### config.mk
export PLATFORM = sky130hd
export DESIGN_NAME = noc_inject_arbiter_flat
export DESIGN_NICKNAME = d
export VERILOG_FILES = /design/src/rtl/noc_inject_arbiter_if.sv /design/src/rtl/noc_inject_arbiter.sv /design/src/flat_wrapper.sv
export SDC_FILE = /design/constraint.sdc
export NUM_CORES = 1
export LEC_CHECK = 0
export ABC_AREA = 1
export ABC_CLOCK_PERIOD_IN_PS = 1590
export BUFFER_PORTS_ARGS = -buffer_cell sky130_fd_sc_hd__buf_2
export CAP_MARGIN = 20
export CORE_MARGIN = 5
export CORE_UTILIZATION = 42
export CTS_BUF_LIST = sky130_fd_sc_hd__clkbuf_8 sky130_fd_sc_hd__clkbuf_16
export DETAILED_ROUTE_END_ITERATION = 10
export PLACE_DENSITY = 0.82
export REMOVE_ABC_BUFFERS = 1
export SYNTH_ARGS = -nofsm -noshare
export SYNTH_HDL_FRONTEND = slang
export SYNTH_SLANG_ARGS = --single-unit
### constraint.sdc
create_clock -name noc_clk -period 1.59 [get_ports noc_clk]
set_input_delay 0.2385 -clock noc_clk [delete_from_list [all_inputs] [get_ports noc_clk]]
set_output_delay 0.2385 -clock noc_clk [all_outputs]
set_load 0.01 [all_outputs]
### src/rtl/noc_inject_arbiter_if.sv
`ifndef Noc_Data_Width
`define Noc_Data_Width 32
`endif

`default_nettype none

// ============================================================================
// Module   : noc_inject_arbiter_if
// Purpose  : Local requester bundle plus the single NoC injection port.
//            'master' is the arbiter view; 'slave' is the requester/NoC view.
// Revision : 1.0 - initial release
// ============================================================================
interface noc_inject_arbiter_if #(
    parameter int N_REQ  = 4,
    parameter int DATA_W = `Noc_Data_Width
);
    // Local requester side
    logic [N_REQ-1:0]        req_valid;
    logic [N_REQ-1:0]        req_ready;
    logic [N_REQ*DATA_W-1:0] req_flit;
    logic [N_REQ-1:0]        req_is_header;
    logic [N_REQ-1:0]        req_is_tail;

    // NoC injection side
    logic                    sender_valid;
    logic                    sender_ready;
    logic [DATA_W-1:0]       sender_flit;
    logic                    sender_is_header;
    logic                    sender_is_tail;

    modport master (
        input  req_valid,
        output req_ready,
        input  req_flit,
        input  req_is_header,
        input  req_is_tail,
        output sender_valid,
        input  sender_ready,
        output sender_flit,
        output sender_is_header,
        output sender_is_tail
    );

    modport slave (
        output req_valid,
        input  req_ready,
        output req_flit,
        output req_is_header,
        output req_is_tail,
        input  sender_valid,
        output sender_ready,
        input  sender_flit,
        input  sender_is_header,
        input  sender_is_tail
    );
endinterface

`default_nettype wire

### src/rtl/noc_inject_arbiter.sv
`ifndef Noc_Data_Width
`define Noc_Data_Width 32
`endif

`default_nettype none

// ============================================================================
// Module   : noc_inject_arbiter
// Purpose  : Packet-locked round-robin arbiter merging N_REQ local flit
//            streams onto one NoC injection port, with packet counter and
//            sticky per-requester protocol-error flags.
// Revision : 1.0 - initial release
// ============================================================================
module noc_inject_arbiter #(
    parameter int N_REQ  = 4,
    parameter int DATA_W = `Noc_Data_Width
) (
    input  wire logic                     noc_clk,
    input  wire logic                     noc_rst_n,
    noc_inject_arbiter_if.master          bus,
    output logic [$clog2(N_REQ)-1:0]      grant_id,
    output logic                          busy,
    output logic [15:0]                   pkt_count,
    output logic [N_REQ-1:0]              proto_err
);

    localparam int ID_W = $clog2(N_REQ);

    typedef enum logic [0:0] {
        ST_IDLE   = 1'b0,
        ST_LOCKED = 1'b1
    } state_t;

    state_t            r_state,     w_state_nxt;
    logic [ID_W-1:0]   r_grant_id,  w_grant_nxt;
    logic [ID_W-1:0]   r_rr_ptr,    w_rr_nxt;
    logic [15:0]       r_pkt_count, w_pkt_nxt;
    logic [N_REQ-1:0]  r_proto_err, w_perr_nxt;
    // Set while the next transfer of the locked packet is its first flit;
    // a header seen on any later transfer is a protocol error.
    logic              r_first,     w_first_nxt;

    logic [N_REQ-1:0]  w_cand;
    logic              w_found;
    logic [ID_W-1:0]   w_pick;
    logic              w_xfer;
    int                w_idx;

    assign grant_id  = r_grant_id;
    assign busy      = (r_state == ST_LOCKED);
    assign pkt_count = r_pkt_count;
    assign proto_err = r_proto_err;

    // Next-state, arbitration and injection-port muxing
    always_comb begin
        w_state_nxt          = r_state;
        w_grant_nxt          = r_grant_id;
        w_rr_nxt             = r_rr_ptr;
        w_pkt_nxt            = r_pkt_count;
        w_perr_nxt           = r_proto_err;
        w_first_nxt          = r_first;
        w_cand               = bus.req_valid & bus.req_is_header;
        w_found              = 1'b0;
        w_pick               = '0;
        w_xfer               = 1'b0;
        w_idx                = 0;
        bus.req_ready        = '0;
        bus.sender_valid     = 1'b0;
        bus.sender_flit      = '0;
        bus.sender_is_header = 1'b0;
        bus.sender_is_tail   = 1'b0;

        unique case (r_state)
            ST_IDLE: begin
                // Non-header flits offered while nobody owns the port are illegal
                w_perr_nxt = r_proto_err | (bus.req_valid & ~bus.req_is_header);
                // Search upward from rr_ptr with wrap; first header wins
                for (int i = 0; i < N_REQ; i++) begin
                    w_idx = int'(r_rr_ptr) + i;
                    if (w_idx >= N_REQ) begin
                        w_idx = w_idx - N_REQ;
                    end
                    if (!w_found && w_cand[w_idx]) begin
                        w_found = 1'b1;
                        w_pick  = w_idx[ID_W-1:0];
                    end
                end
                if (w_found) begin
                    w_state_nxt = ST_LOCKED;
                    w_grant_nxt = w_pick;
                    w_first_nxt = 1'b1;
                end
            end

            ST_LOCKED: begin
                bus.sender_valid             = bus.req_valid[r_grant_id];
                bus.sender_flit              = bus.req_flit[int'(r_grant_id)*DATA_W +: DATA_W];
                bus.sender_is_header         = bus.req_is_header[r_grant_id];
                bus.sender_is_tail           = bus.req_is_tail[r_grant_id];
                bus.req_ready[r_grant_id]    = bus.sender_ready;
                w_xfer = bus.sender_valid && bus.sender_ready;
                if (w_xfer) begin
                    w_first_nxt = 1'b0;
                    if (!r_first && bus.sender_is_header) begin
                        w_perr_nxt[r_grant_id] = 1'b1;
                    end
                    if (bus.sender_is_tail) begin
                        w_state_nxt = ST_IDLE;
                        w_grant_nxt = '0;
                        w_rr_nxt    = (r_grant_id == ID_W'(N_REQ-1)) ? '0
                                                                     : r_grant_id + ID_W'(1);
                        w_pkt_nxt   = r_pkt_count + 16'd1;
                    end
                end
            end

            default: begin
                w_state_nxt = ST_IDLE;
                w_grant_nxt = '0;
            end
        endcase
    end

    // State and bookkeeping registers with synchronous active-low reset
    always_ff @(posedge noc_clk) begin
        if (!noc_rst_n) begin
            r_state     <= ST_IDLE;
            r_grant_id  <= '0;
            r_rr_ptr    <= '0;
            r_pkt_count <= '0;
            r_proto_err <= '0;
            r_first     <= 1'b0;
        end else begin
            r_state     <= w_state_nxt;
            r_grant_id  <= w_grant_nxt;
            r_rr_ptr    <= w_rr_nxt;
            r_pkt_count <= w_pkt_nxt;
            r_proto_err <= w_perr_nxt;
            r_first     <= w_first_nxt;
        end
    end

endmodule

`default_nettype wire

### src/flat_wrapper.sv
// flat-port wrapper written by rule: the top's interface ports become plain ports
module noc_inject_arbiter_flat 
#(
    parameter int N_REQ  = 4,
    parameter int DATA_W = `Noc_Data_Width
)
  (noc_clk, noc_rst_n, grant_id, busy, pkt_count, proto_err, bus_req_valid, bus_req_ready, bus_req_flit, bus_req_is_header, bus_req_is_tail, bus_sender_valid, bus_sender_ready, bus_sender_flit, bus_sender_is_header, bus_sender_is_tail);
  noc_inject_arbiter_if #(.N_REQ(N_REQ), .DATA_W(DATA_W)) bus_i ();
  input  wire logic noc_clk;
  input  wire logic noc_rst_n;
  output logic [$clog2(N_REQ)-1:0] grant_id;
  output logic busy;
  output logic [15:0] pkt_count;
  output logic [N_REQ-1:0] proto_err;
  input wire logic [$bits(bus_i.req_valid)-1:0] bus_req_valid;
  output wire logic [$bits(bus_i.req_ready)-1:0] bus_req_ready;
  input wire logic [$bits(bus_i.req_flit)-1:0] bus_req_flit;
  input wire logic [$bits(bus_i.req_is_header)-1:0] bus_req_is_header;
  input wire logic [$bits(bus_i.req_is_tail)-1:0] bus_req_is_tail;
  output wire logic [$bits(bus_i.sender_valid)-1:0] bus_sender_valid;
  input wire logic [$bits(bus_i.sender_ready)-1:0] bus_sender_ready;
  output wire logic [$bits(bus_i.sender_flit)-1:0] bus_sender_flit;
  output wire logic [$bits(bus_i.sender_is_header)-1:0] bus_sender_is_header;
  output wire logic [$bits(bus_i.sender_is_tail)-1:0] bus_sender_is_tail;
  assign bus_i.req_valid = bus_req_valid;
  assign bus_req_ready = bus_i.req_ready;
  assign bus_i.req_flit = bus_req_flit;
  assign bus_i.req_is_header = bus_req_is_header;
  assign bus_i.req_is_tail = bus_req_is_tail;
  assign bus_sender_valid = bus_i.sender_valid;
  assign bus_i.sender_ready = bus_sender_ready;
  assign bus_sender_flit = bus_i.sender_flit;
  assign bus_sender_is_header = bus_i.sender_is_header;
  assign bus_sender_is_tail = bus_i.sender_is_tail;
  noc_inject_arbiter #(.N_REQ(N_REQ), .DATA_W(DATA_W)) u_core (.noc_clk(noc_clk), .noc_rst_n(noc_rst_n), .bus(bus_i), .grant_id(grant_id), .busy(busy), .pkt_count(pkt_count), .proto_err(proto_err));
endmodule
---- Yosys cells after proc, flatten, opt, wreduce, memory -nomap -nowiden ----
Cells that the tools add are included.
operators by class
  add/subtract/negate cells ............... 9
  $lt $le $gt $ge ......................... 10
  equality and inequality tests ........... 5
  shifts and indexed selects .............. 1
  mux-type cells .......................... 60
  bitwise operators ....................... 7
  reductions and logical operators ........ 14
operators with widths
  cell                   number
  $mux 32                9
  $lt 32x4->1 const B    4
  $shiftx 128x8->32      1
  $ge 32x4->1 const B    3
  $sub 32x4->32 const B  3
  $mux 1                 28
  $add 16x1->16 const B  1
  $mux 2                 8
  $bmux 1 s2             7
  $and 4x4->4            3
  $mux 4                 3
  $ne 2x2->1 const B     4
  $or 4x4->4             2
  $pmux 4 s2             1
  $add 2x2->3 const B    2
  $logic_and 1x1->1      6
  $reduce_and 3->1       2
  $logic_not 1->1        4
  $not 4->4              1
  $pmux 1 s2             2
  $pmux 2 s2             1
  $reduce_and 2->1       2
  $sub 2x3->4 const B    1
  $add 2x1->3 const B    1
  7 further kinds        7
storage, ports and cells
  register bits ........................... 26
  input port bits ......................... 143
  output and inout bits ................... 62
  word-level logic and storage cells ...... 112

---- Longest topological paths before layout ----
Gate-level depths: netlist of run 1.
  word-level depth ........................ 22
  gate-level depth with buffers ........... 12
  mapped depth without buffers ............ 11

---- Worst setup path after synthesis of run 1 ----
No wires, ideal clock.
  path type ............................... flip-flop to output port
  from .................................... register u_core.r_grant_id[0] (netlist: u_core.grant_id[0])
  to ...................................... output bus_sender_flit[25]
  data arrival time ....................... 1370 ps
  setup slack ............................. -19 ps
  cell stages (with the launch flop) ...... 8
  path through ............................ dfxtp_1 buf_6 buf_2 buf_2 nor2_1 nor2_1 o21ai_0 a21oi_1
on the way
  word-level cells in the longest chain between the ends .. 2
RTL lines
  element                 RTL line                   RTL
  from (decl)             noc_inject_arbiter.sv:35   logic [ID_W-1:0] r_grant_id, w_grant_nxt;
  from (signal assigned)  noc_inject_arbiter.sv:135  r_grant_id <= w_grant_nxt;
  $shiftx 128x8->32       noc_inject_arbiter.sv:97   bus.sender_flit = bus.req_flit[int'(r_grant_id)*DATA_W +: DATA_W];
  $mux 32                 noc_inject_arbiter.sv:73   unique case (r_state)
  to (decl)               flat_wrapper.sv:22         output wire logic [$bits(bus_i.sender_flit)-1:0] bus_sender_flit;
Every way passes these cells.

---- Final worst setup path of run 1 ----
  from .................................... register u_core.r_grant_id[0] (netlist: u_core.grant_id[0])
  to ...................................... output bus_sender_flit[24]
Same word-level chain as after synthesis.

==> results.ini, run 1 <==
[worst_setup_path]
cpPeakStageDelay_ps=400
cp_num_cells=7
end_kind=output pin
path_buf_inv=3
path_delay_family=buffers and inverters
worstPathCellList=buf_12 -> clkbuf_16 -> nor2_1 -> nor2_1 -> o21ai_1 -> a21oi_1 -> buf_2
startpoint=u_core.grant_id[0]
critical_path_class=flip-flop to output pin
cp.required_ps=1350
cp_slowest_cell=dfxtp_4
r2r_start=u_core.grant_id[0]
r2r-end=u_core.pkt_count[3]
reg2regPathDepth=11
startpoint_type=flip-flop
r2r_slack_ps=-100
setup.worst_path.end=bus_sender_flit[24]
cp_data_arrival_time_ps=1550
cp_max_fo=7
cpMostUsedCell=nor2_1

[floorplanning]
die_area_um2=8490
die_h_um=92.1
rows=30
start_util=0.424
fp.dieW_um=92.1
ios=205
core_um2=6680

[grt]
grtUsageMet3=0.0361
grt_antenna_before_repair=0
grt_max_degree=33
grt-ovfl-total=0
met2_usage=0.493
met1_usage=0.331
grt_pass1_wl_mm=18.9
track_usage=0.270
top_usage_layer=met2
grt_pass1_vias=3848

[final_layout]
nNetsFinal=886
nFillCells=562
design_area_um2=4680
fin_cells=817
final_util=0.701
area_growth_pct=65.3
layout-drive-gt1-share=0.445
diodes=0

[logic_synthesis]
yosysUniqueCellTypes=32
synth_top_family_by_area=simple AND/OR/NAND/NOR gates
synth_xor_area_frac=0.0185
ys.flop_type=dfxtp_1
synth-compound-area-share=0.250
synthesis.area_um2=2830
synth_edf_count=0
synth-seq-cells=26
netlist_instances=516
synth_top_area_share=0.204
async_flop_share=0
synth_most_common_cell=nor2_1
yosys_warnings=0
synth_fa_ha_area_frac=0.0221
ys_seq_area_frac=0.184
synth-simple-area-share=0.425
netlist_top_cells_count=nor2_1, nand2_1, o21ai_0
synthMuxAreaShare=0
syn_avg_cell_area_um2=5.49
yosysTopAreaCell=nor2_1
ys_top_cells_by_area=nor2_1, dfxtp_1, o21ai_0

[clocking]
cts.clk_slew.worst_paths_ps=100
cts.sinks=26
cts_max_path_buffers=2
worstSkewPairLatency_ps=270
cts_buffers=3
cts.htree.levels=1
clockRootBuffer=clkbuf_8
tritoncts=built
holdBufCountCts=0

[timing]
setup_viol=48
max_freq_mhz=559
rsz0062_at_grt=yes
hold_violations=0
skew_ps=6.78
maxSlewViolCount=0
fin_hold_ws_ps=294
finalWorstSetupSlack_ps=-199
worstMarginPinSlew_ps=387
min_period_ps=1790
fin_crit_sh=1.13
finalSetupTns_ps=-5050
relSlewSlack=0.739

[power]
power.density_nw_per_um2=939
finalPower_mw=4.40
ir_drop_mv=0.556
p_leak_nw=2.31

[detailed_routing]
ant_nets=0
vias=4473
first_pass_iters=5
wire_per_inst_um=16.4
finalWirelength_mm=13.4
drt-initial-drc-count=351
drc_errors=0
vias_per_cell=5.47

[place]
dp_hpwl_mm=9.66
dp_cells=792
dpl_cell_area_um2=4030
io_buffers=204
post-place-ws_ps=-14.5
gp_congestion=0.899

[worst_hold_path]
hp-class=input pin to flip-flop

[run_status]
outcome=finished with violations
violations=setup timing

[job]
cap_viol_max_count=0

==> how the worst min path moves through the flow <==
stage / slack (ps) / to / depth (start not counted) / from
3_3_place_gp: 460 / u_core.proto_err[2] / 2 / u_core.proto_err[2]
3_5_place_dp: 450 / u_core.proto_err[2] / 2 / u_core.proto_err[2]
6_report: 290 / u_core.pkt_count[7] / 3 / noc_rst_n
2_1_floorplan: 360 / u_core.pkt_count[7] / 2 / noc_rst_n
5_1_grt: 300 / u_core.pkt_count[7] / 3 / noc_rst_n
4_1_cts: 280 / u_core.pkt_count[7] / 3 / noc_rst_n
==> power breakdown <==
group          switching (mW)  internal, mW
logic                    1.71          1.35
registers              0.0689         0.708
clock network           0.222         0.337
total                    2.00          2.40
==> registers in the layout, summed over array words and instances, names as in the netlist <==
| register | flops |
|---|---|
| u_core.pkt_count | 16 |
| u_core.proto_err | 4 |
| u_core.grant_id | 2 |
| u_core.r_rr_ptr | 2 |
| u_core.busy | 1 |
| u_core.r_first | 1 |
==> worst register-to-register path, cell delays in order, from the launching register on <==
cell,delay (ps)
dfxtp_4,430
buf_4,140
nor2_1,40
nor2_1,90
o21ai_1,80
nand2_1,100
nand2_4,90
buf_4,160
nor2_4,140
buf_4,140
and3_1,130
nor3_1,40
==> kinds of logic (layout without fill, tap and decap cells) <==
logic type      count (synthesis)  in the layout
simple gates                  282            283
compound gates                137            137
buf+inv                        60            280
flops                          26             26
xor+xnor                        6              6
fa+ha+maj                       5              5
==> repair_timing <==
action / in CTS / in global routing
pin swaps: 19 / 49
setup endpoints to repair: 43 / 64
resized for setup: 60 / 100
gates cloned: 3 / 3
setup buffers: 10 / 6
==> layout make-up <==
cell class | count | area [µm²] | share of cell area
tap | 80 | 100 | 0.0214
inverter | 28 | 131 | 0.0281
clock inverter | 1 | 30.0 | 0.00641
multi-input combinational | 431 | 2280 | 0.486
sequential | 26 | 536 | 0.114
timing repair buffer | 248 | 1570 | 0.335
clock buffer | 3 | 41.3 | 0.00882
==> layer usage <==
metal	wire, µm	part of all wire
met5	0	0
met4	330	0.025
met3	1260	0.094
met2	6860	0.51
met1	4930	0.37
==> placed cells by master (no fill, tap or decap), drive strengths merged <==
master,count
xor2,4
o211ai,1
a21oi,56
nor2,156
o2bb2ai,1
nand2,79
clkinvlp,1
o21ai,78
clkbuf,5
o31ai,1
clkinv,1
nand3,29
inv,26
and3,1
dfxtp,26
nor3b,1
nor4,2
xnor2,2
nand3b,1
ha,5
bufinv,1
nand4,4
nor3,10
buf,246
(Power assumes the default switching activity.)
==> run 2: changes to the inputs <==
- ABC_CLOCK_PERIOD_IN_PS: 1590 -> 2000
- GPL_ROUTABILITY_DRIVEN: not set -> 0
- clock period: 1.59 -> 2 ns (I/O delays scaled with it)
==> run 2 against run 1 <==
  * The flow now finishes without violations
  * Power decreased by 37%
  * Clock power down 37%
  * Die area did not move
  * Sequential power fell by 21%
  * Critical path depth fell by 1
  * Combinational power down 41%
  * Global-route usage fell by 0.21 points
  * Non-clock buffer count fell by 31
==> results.ini, run 2 (synthesis gave the netlist of run 1 again) <==
[run_status]
outcome=completed

[clocking]
ctsResizeCount=0
cts_setup_buffers=0
worstSkewPairLatency_ps=280
tritoncts=built
cts.htree.levels=1
cts.sinks=26
cts_buffers=3
cts_max_path_buffers=2
clockRootBuffer=clkbuf_8
cts.clk_slew.worst_paths_ps=90
holdBufCountCts=0

[power]
p_leak_nw=2.05
internal_power_mw=1.43
power.density_nw_per_um2=698
power_frac_comb=0.652
ir_drop_mv=0.400
finalPower_mw=2.77
p_switching_mw=1.34
p_clk_frac=0.127
switching_share=0.484
pwr-share-seq=0.221

[worst_setup_path]
end_kind=output pin
worstPathCellList=buf_12 -> nor2_1 -> nor2_1 -> o21ai_0 -> a21oi_1 -> buf_2
path_buf_inv=2
cp_num_cells=6
cp_slowest_cell=dfxtp_4
critical_path_class=flip-flop to output pin
startpoint=u_core.grant_id[0]
cpMostUsedCell=nor2_1
reg2regPathDepth=8
cp_max_fo=24
cpPeakStageDelay_ps=440
startpoint_type=flip-flop
path_delay_family=flip-flops
r2r_start=u_core.grant_id[0]
cp.required_ps=1700
cp_data_arrival_time_ps=1580

[timing]
max_freq_mhz=531
maxSlewViolCount=0
skew_ps=4.87
hold_violations=0
relSlewSlack=0.658
setup_viol=0
worstMarginPinSlew_ps=508
fin_crit_sh=0.941
min_period_ps=1880

[floorplanning]
core_um2=6680
start_util=0.424
die_area_um2=8490
die_h_um=92.1
fp.dieW_um=92.1
rows=30
ios=205

[detailed_routing]
drc_errors=0
vias=4214
first_pass_iters=4
drt-initial-drc-count=242
wire_per_inst_um=15.6
ant_nets=0
vias_per_cell=5.36
finalWirelength_mm=12.3

[final_layout]
area_growth_pct=40.2
largest_reg_flops=16
layout-drive-gt1-share=0.340
final_cell_mix=buf_2, nor2_1, nand2_1, o21ai_0, a21oi_1
design_area_um2=3970
nNetsFinal=854
layout_commonest_cell=buf_2

[grt]
grt_antenna_before_repair=0
grt_pass1_wl_mm=18.8
grt_max_degree=49
grt-ovfl-total=0
track_usage=0.268
grt_pass1_vias=3893

[job]
cap_viol_max_count=0

[place]
dpl_cell_area_um2=3880
dp_hpwl_mm=9.72
io_buffers=204

[worst_hold_path]
worstHoldPathCells=3
hp-class=input pin to flip-flop
hp-start=noc_rst_n

-- run 2: cell types whose count changed in the layout (fill, tap and decap cells not counted), sizes merged --
cell      previous run  this run
buf                246       216
bufinv               1         0
clkinvlp             1         0
diode                0         1
inv                 26        27
nor2               156       155
-- run 2: worst register-to-register path, stage by stage, from the launching register on --
cell and delay (ps):
dfxtp_4 400, inv_4 200, nand2_1 100, nand3_2 100
nand3_4 120, nor2_8 280, inv_4 150, nor3_1 260
nor3_2 70
-- run 2: worst paths after layout --
check | endpoint | slack (ps)
hold reg to reg | u_core.proto_err[3] | 450
hold / removal | u_core.pkt_count[7] | 320
setup reg to reg | u_core.pkt_count[12] | 210
setup / recovery | bus_sender_flit[15] | 120
-- run 2: per-layer routing --
metal | global-route usage | vias up | share of wire
li1 | - | 2072 | -
met1 | 0.326 | 1917 | 0.38
met2 | 0.482 | 195 | 0.51
met3 | 0.0435 | 30 | 0.083
met4 | 0.0743 | 0 | 0.027
met5 | 0 | - | 0
-- run 2: area by class of cell --
| cell class | count | area, µm² |
|---|---|---|
| sequential | 26 | 524 |
| clock buffer | 4 | 55.1 |
| antenna | 1 | 2.50 |
| inverter | 28 | 113 |
| tap | 80 | 100 |
| multi-input combinational | 430 | 2030 |
| timing repair buffer | 217 | 1150 |
| fill | 693 | 2710 |
-- run 2: power groups by stage --
stage               clock network [mW]  logic (mW)  registers, mW
finish                           0.352        1.81          0.612
CTS                              0.348        1.77          0.605
global placement                     0        1.73          0.616
detailed placement                   0        1.76          0.617
global route                     0.366        2.00          0.621
floorplan                            0       0.925          0.726
-- run 2: stage by stage --
stage	utilization	hold WS, ps	worst slack [ps]	cells	setup TNS, ps
final	0.595	325	118	786	0
after global routing	0.594	324	-1.67	785	-1.67
after CTS	0.590	327	53.1	784	0
after detailed placement	0.581	443	217	780	0
after global placement	0.581	439	330	780	0
after floorplan	-	420	-1060	484	-53040
